<file path="src/rtl/pong_pkg.sv">
// Shared pong geometry and the paddle tracker state type, used by the renderer,
// the ball logic and the paddle tracker.
package pong_pkg;

  localparam int SCREEN_H = 480;
  localparam int PADDLE_H = 64;
  localparam int MAX_STEP = 8;
  localparam int Y_W      = 10;

  typedef enum logic [1:0] {
    IDLE,
    MULT,
    STEP
  } paddle_state_t;

endpackage

</file>
<file path="src/rtl/shift_add_mult8.sv">
// 8-cycle sequential shift-add multiplier: constant multiplicand times 8-bit multiplier,
// LSB first. Only the product divided by 256 is exported, which is what the paddle
// scaling consumes.
module shift_add_mult8 #(
  parameter int MC_W = 10
) (
  input  logic            clk,
  input  logic            rst_n,
  input  logic            start_i,
  input  logic [MC_W-1:0] mcand_i,
  input  logic [7:0]      mplier_i,
  output logic [MC_W-1:0] prod_hi_o,
  output logic            done_o
);

  logic [7:0]      cnt_q;
  logic [MC_W+7:0] acc_q;
  logic [2:0]      idx_q;
  logic            run_q;
  logic [MC_W+7:0] partial;

  assign partial = {8'd0, mcand_i} << idx_q;

  always_ff @(posedge clk or negedge rst_n) begin
    if (!rst_n) begin
      cnt_q <= '0;
      acc_q <= '0;
      idx_q <= '0;
      run_q <= 1'b0;
    end else if (start_i && !run_q) begin
      cnt_q <= mplier_i;
      acc_q <= '0;
      idx_q <= '0;
      run_q <= 1'b1;
    end else if (run_q) begin
      if (cnt_q[idx_q]) begin
        acc_q <= acc_q + partial;
      end
      idx_q <= idx_q + 3'd1;
      if (idx_q == 3'd7) begin
        run_q <= 1'b0;
      end
    end
  end

  // High during the last accumulate cycle; the result is settled on the next cycle.
  assign done_o    = run_q && (idx_q == 3'd7);
  assign prod_hi_o = acc_q[MC_W+7:8];

endmodule

</file>
<file path="src/rtl/paddle_tracker.sv">
// Samples the encoder count on COUNT at each VSYNC rise, scales it into the paddle's
// legal range and slews PADDLE_Y toward it by at most MAX_STEP lines per frame.
module paddle_tracker #(
  parameter int SCREEN_H = pong_pkg::SCREEN_H,
  parameter int PADDLE_H = pong_pkg::PADDLE_H,
  parameter int MAX_STEP = pong_pkg::MAX_STEP,
  parameter int Y_W      = pong_pkg::Y_W
) (
  input  logic           CLOCK,
  input  logic           RESET_N,
  input  logic           VSYNC,
  input  logic [7:0]     COUNT,
  output logic [Y_W-1:0] PADDLE_Y,
  output logic           UPDATE,
  output logic           BUSY
);

  import pong_pkg::*;

  localparam int                    RANGE   = SCREEN_H - PADDLE_H;
  localparam logic [Y_W-1:0]        RANGE_Y = Y_W'(RANGE);
  localparam logic [Y_W-1:0]        MID_Y   = Y_W'(RANGE / 2);
  localparam logic [Y_W-1:0]        STEP_Y  = Y_W'(MAX_STEP);
  localparam logic signed [Y_W:0]   STEP_P  = (Y_W+1)'(MAX_STEP);
  localparam logic signed [Y_W:0]   STEP_N  = -STEP_P;

  paddle_state_t         state_q, state_d;
  logic                  vsync_q;
  logic [Y_W-1:0]        paddle_q, paddle_d;
  logic                  update_q, update_d;
  logic                  busy_q;
  logic                  vs_rise;
  logic                  mult_start;
  logic                  mult_done;
  logic [Y_W-1:0]        target;
  logic signed [Y_W:0]   diff;

  assign vs_rise = VSYNC & ~vsync_q;

  shift_add_mult8 #(
    .MC_W(Y_W)
  ) u_mult (
    .clk      (CLOCK),
    .rst_n    (RESET_N),
    .start_i  (mult_start),
    .mcand_i  (RANGE_Y),
    .mplier_i (COUNT),
    .prod_hi_o(target),
    .done_o   (mult_done)
  );

  assign diff = $signed({1'b0, target}) - $signed({1'b0, paddle_q});

  always_comb begin
    state_d    = state_q;
    mult_start = 1'b0;
    paddle_d   = paddle_q;
    update_d   = 1'b0;
    unique case (state_q)
      IDLE: begin
        if (vs_rise) begin
          mult_start = 1'b1;
          state_d    = MULT;
        end
      end
      MULT: begin
        if (mult_done) begin
          state_d = STEP;
        end
      end
      STEP: begin
        if (diff > STEP_P) begin
          paddle_d = paddle_q + STEP_Y;
        end else if (diff < STEP_N) begin
          paddle_d = paddle_q - STEP_Y;
        end else begin
          paddle_d = target;
        end
        update_d = 1'b1;
        state_d  = IDLE;
      end
      default: state_d = IDLE;
    endcase
  end

  // vsync_q resets high so a VSYNC already high at reset release is not an edge.
  always_ff @(posedge CLOCK or negedge RESET_N) begin
    if (!RESET_N) begin
      state_q  <= IDLE;
      vsync_q  <= 1'b1;
      paddle_q <= MID_Y;
      update_q <= 1'b0;
      busy_q   <= 1'b0;
    end else begin
      state_q  <= state_d;
      vsync_q  <= VSYNC;
      paddle_q <= paddle_d;
      update_q <= update_d;
      busy_q   <= (state_d != IDLE);
    end
  end

  assign PADDLE_Y = paddle_q;
  assign UPDATE   = update_q;
  assign BUSY     = busy_q;

endmodule

</file>
<file path="config.mk">
export PLATFORM = sky130hd
export DESIGN_NAME = paddle_tracker
export DESIGN_NICKNAME = d
export VERILOG_FILES = /design/src/rtl/pong_pkg.sv /design/src/rtl/shift_add_mult8.sv /design/src/rtl/paddle_tracker.sv
export SDC_FILE = /design/constraint.sdc
export NUM_CORES = 1
export LEC_CHECK = 0
export CORE_MARGIN = 2
export CORE_UTILIZATION = 40
export DETAILED_ROUTE_END_ITERATION = 16
export GPL_ROUTABILITY_DRIVEN = 0
export SKIP_CTS_REPAIR_TIMING = 1
export SLEW_MARGIN = 40
export SYNTH_ARGS = -nofsm -noshare
export SYNTH_HDL_FRONTEND = slang
export SYNTH_HIERARCHICAL = 1
export SYNTH_SLANG_ARGS = --single-unit
export TNS_END_PERCENT = 100
</file>
<file path="constraint.sdc">
create_clock -name CLOCK -period 4.3 [get_ports CLOCK]
set_clock_uncertainty 0.1 [all_clocks]
set_input_delay 1.075 -clock CLOCK [delete_from_list [all_inputs] [get_ports CLOCK]]
set_output_delay 1.075 -clock CLOCK [all_outputs]
set_load 0.01 [all_outputs]
</file>
==> flow_summary.yaml <==
setup_path:
  startpoint: "u_mult/idx_q[1]$_DFFE_PN0P_"
  r2r-end: "u_mult/acc_q[17]$_DFFE_PN0P_"
  ff2ff_path_depth: 8
  critPathCaptureType: "register"
  startpoint_type: "register"
  crit_type: "reg -> reg"
  slowest_stage: "dfrtp_1"
  setup.worst_path.end: "u_mult/acc_q[17]$_DFFE_PN0P_"
  reg2reg_slack_ns: 0.72
  critPathMaxFanout: 17
  crit_arrival_ns: 3.72
  crit_chain: "mux2_2, mux4_1, ha_1, nand4_1, nor3_1, o21ai_0, a311oi_1, mux2i_1"
  r2r-start: "u_mult/idx_q[1]$_DFFE_PN0P_"
  max_stage_delay_ns: 0.76
  critPathRequiredTime_ns: 4.43
power_and_ir_drop:
  p_per_area_nw_per_um2: 796
  peakVddDrop_uv: 389
  p_leak_nw: 2.00
placed_design:
  dp.cells: 644
  port_buffers: 22
  hpwl_um: 7700
logic_synthesis:
  synth_edf_count: 0
  synthMostInstantiatedCell: "nand2_1"
  synth_cells: 491
  ys_async_sr_fraction_pct: 100
  yosys.area.top_type: "dfrtp_1"
  yosysTopAreaCellShare_pct: 24.2
  synth_ff_type: "dfrtp_1"
  ys_seq_area_share_pct: 26.6
  ys_seq_elements: 45
  netlist_area_sq_um: 4250
  synth_common_cells: "nand2_1 (45), dfrtp_1 (41), nor2_1 (32)"
  synth_warnings: 6
  avgSynthCellArea_sq_um: 8.65
  synth_cell_types: 90
  ys_top_cells_by_area: "dfrtp_1 (24%), ha_1 (9.1%), nand2_1 (4.0%)"
sta:
  min_period_ns: 3.58
  hold_viol_final: 0
  setup_viol: 0
  max_slew.worst_pin.slew_ns: 0.633
  relSlewSlack_pct: 57.8
  rsz0062_at_grt: "false"
  max_freq_mhz: 279
  tns_ns: 0
  slew_violations: 0
  period_share_pct: 83.3
die:
  start_util_pct: 41.1
  ioPinCount: 23
  die_w_um: 107
  std_cell_rows: 37
  dieHeight_um: 107
  die_area_sq_um: 11500
  coreArea_sq_um: 10300
clock_network:
  cts_sinks: 45
  clockBufferDepth: 2
  h-tree-depth: 2
  clkTransAtPathRegs_ns: 0.11
  cts-root-buf: "clkbuf_8"
  clk-insertion-delay-late_ns: 0.32
  cts_buffers: 5
  cts_tree: "built"
route:
  vias: 3674
  via_per_inst: 5.63
  firstDrtPassIters: 4
  antenna_left: 0
  route.detailed.drc: 0
  wl_per_cell_um: 15.9
  drt_iter0_drc: 315
  routed_wl_um: 10400
job:
  max-cap-violations: 0
run_status:
  status: "complete, no violations"
global_routing:
  grt_max_degree: 46
  grt_pass1_vias: 3604
  grt_pass1_wl_um: 17800
  antenna_found_initial: 0
  track_usage_pct: 19.2
  grt.overflow.total: 0
cells_and_area:
  layout.nets: 559
  area_growth_pct: 9.58
  n_antenna_cell: 0
  drive_gt1_share_pct: 10.3
  final_cell_count_no_fill: 652
worst_hold_path:
  whs_path_depth: 1
  hp-class: "reg -> reg"
## stage by stage
stage / setup slack (ns) / total power, mW / hold WS (ns) / area, sq um / util [%]
floorplan: 1.17 / 2.86 / 0.349 / 4330 / -
global placement: 0.799 / 3.31 / 0.382 / 4550 / 44.1
detailed placement: 0.785 / 3.34 / 0.393 / 4550 / 44.1
CTS: 0.737 / 3.67 / 0.418 / 4650 / 45.1
global route: 0.451 / 4.05 / 0.426 / 4650 / 45.1
finish: 0.718 / 3.71 / 0.413 / 4650 / 45.1
## logic make-up (layout without fill, tap and decap cells)
kind of cell    Yosys count  in the layout  share of synthesized area, %
fa+ha+maj                33             33                          10.1
mux                      30             30                          8.61
simple gates            173            173                          20.8
xor+xnor                 10             10                          2.06
other cells               2             24                         0.177
buf+inv                  58             61                          6.81
flops                    45             45                          26.6
compound gates          140            140                          24.8
## worst max-delay path, delay by kind of cell (launching register included)
family | cells | cell delay, ns
multiplexers | 3 | 1.17
flip-flops | 1 | 0.76
AO/OA/AOI/OAI | 2 | 0.65
AND/OR/NAND/NOR | 2 | 0.41
adder cells (fa/ha/maj) | 1 | 0.40
## report_power, final
group | leakage (nW) | total [mW] | internal (mW) | switching (mW)
clock | 0.0511 | 0.304 | 0.123 | 0.181
combinational | 1.39 | 2.64 | 1.07 | 1.57
sequential | 0.558 | 0.764 | 0.584 | 0.179
## layout by cell type, fill, tap and decap left out, types with 3 or more instances in the layout
| cell type | n |
|---|---|
| a21o_1 | 6 |
| a21oi_1 | 24 |
| a221oi_1 | 3 |
| a31oi_1 | 3 |
| and2_1 | 6 |
| and3_1 | 7 |
| buf_4 | 4 |
| clkbuf_8 | 5 |
| clkdlybuf4s50_1 | 21 |
| conb_1 | 24 |
| dfrtp_1 | 41 |
| dfstp_2 | 4 |
| ha_1 | 31 |
| inv_1 | 27 |
| mux2_1 | 3 |
| mux2_2 | 13 |
| mux2i_1 | 11 |
| nand2_1 | 45 |
| nand2b_1 | 7 |
| nand3_1 | 27 |
| nand4_1 | 8 |
| nor2_1 | 32 |
| nor2b_1 | 4 |
| nor3_1 | 12 |
| nor3b_1 | 5 |
| nor4_1 | 3 |
| o211ai_1 | 7 |
| o21a_1 | 8 |
| o21ai_0 | 26 |
| o22ai_1 | 5 |
| o31ai_1 | 8 |
| or3_1 | 6 |
| xnor2_1 | 6 |
| xor2_1 | 4 |
## state kept, by name, summed over array words and instances (netlist names)
| name | count |
|---|---|
| u_mult/acc_q | 18 |
| PADDLE_Y | 10 |
| u_mult/cnt_q | 8 |
| u_mult/idx_q | 3 |
| state_q | 2 |
| BUSY | 1 |
| UPDATE | 1 |
| u_mult/run_q | 1 |
| vsync_q | 1 |
## worst min-delay path by stage
| stage | endpoint | startpoint |
|---|---|---|
| 2_1_floorplan | u_mult/acc_q[17]$_DFFE_PN0P_ | u_mult/acc_q[17]$_DFFE_PN0P_ |
| 3_3_place_gp | u_mult/cnt_q[1]$_DFFE_PN0P_ | u_mult/cnt_q[1]$_DFFE_PN0P_ |
| 3_5_place_dp | u_mult/cnt_q[1]$_DFFE_PN0P_ | u_mult/cnt_q[1]$_DFFE_PN0P_ |
| 4_1_cts | u_mult/cnt_q[1]$_DFFE_PN0P_ | u_mult/cnt_q[1]$_DFFE_PN0P_ |
| 5_1_grt | u_mult/cnt_q[1]$_DFFE_PN0P_ | u_mult/cnt_q[1]$_DFFE_PN0P_ |
| 6_report | u_mult/cnt_q[1]$_DFFE_PN0P_ | u_mult/cnt_q[1]$_DFFE_PN0P_ |
## area by class of cell
cell class / instances / area (sq um)
tap: 136 / 170
sequential: 45 / 1130
timing repair buffer: 25 / 240
clock inverter: 3 / 28.8
clock buffer: 5 / 68.8
inverter: 28 / 105
multi-input combinational: 410 / 2910
fill: 1029 / 5670
## per-layer routing
layer | share of wire [%] | track usage (%) | wire (um)
met5 | 0 | 0 | 0
met4 | 0.84 | 4.45 | 87
met2 | 45 | 30.9 | 4710
met1 | 51 | 27.4 | 5290
met3 | 2.8 | 2.31 | 287
Note: power is estimated with default switching activity, not from simulation.
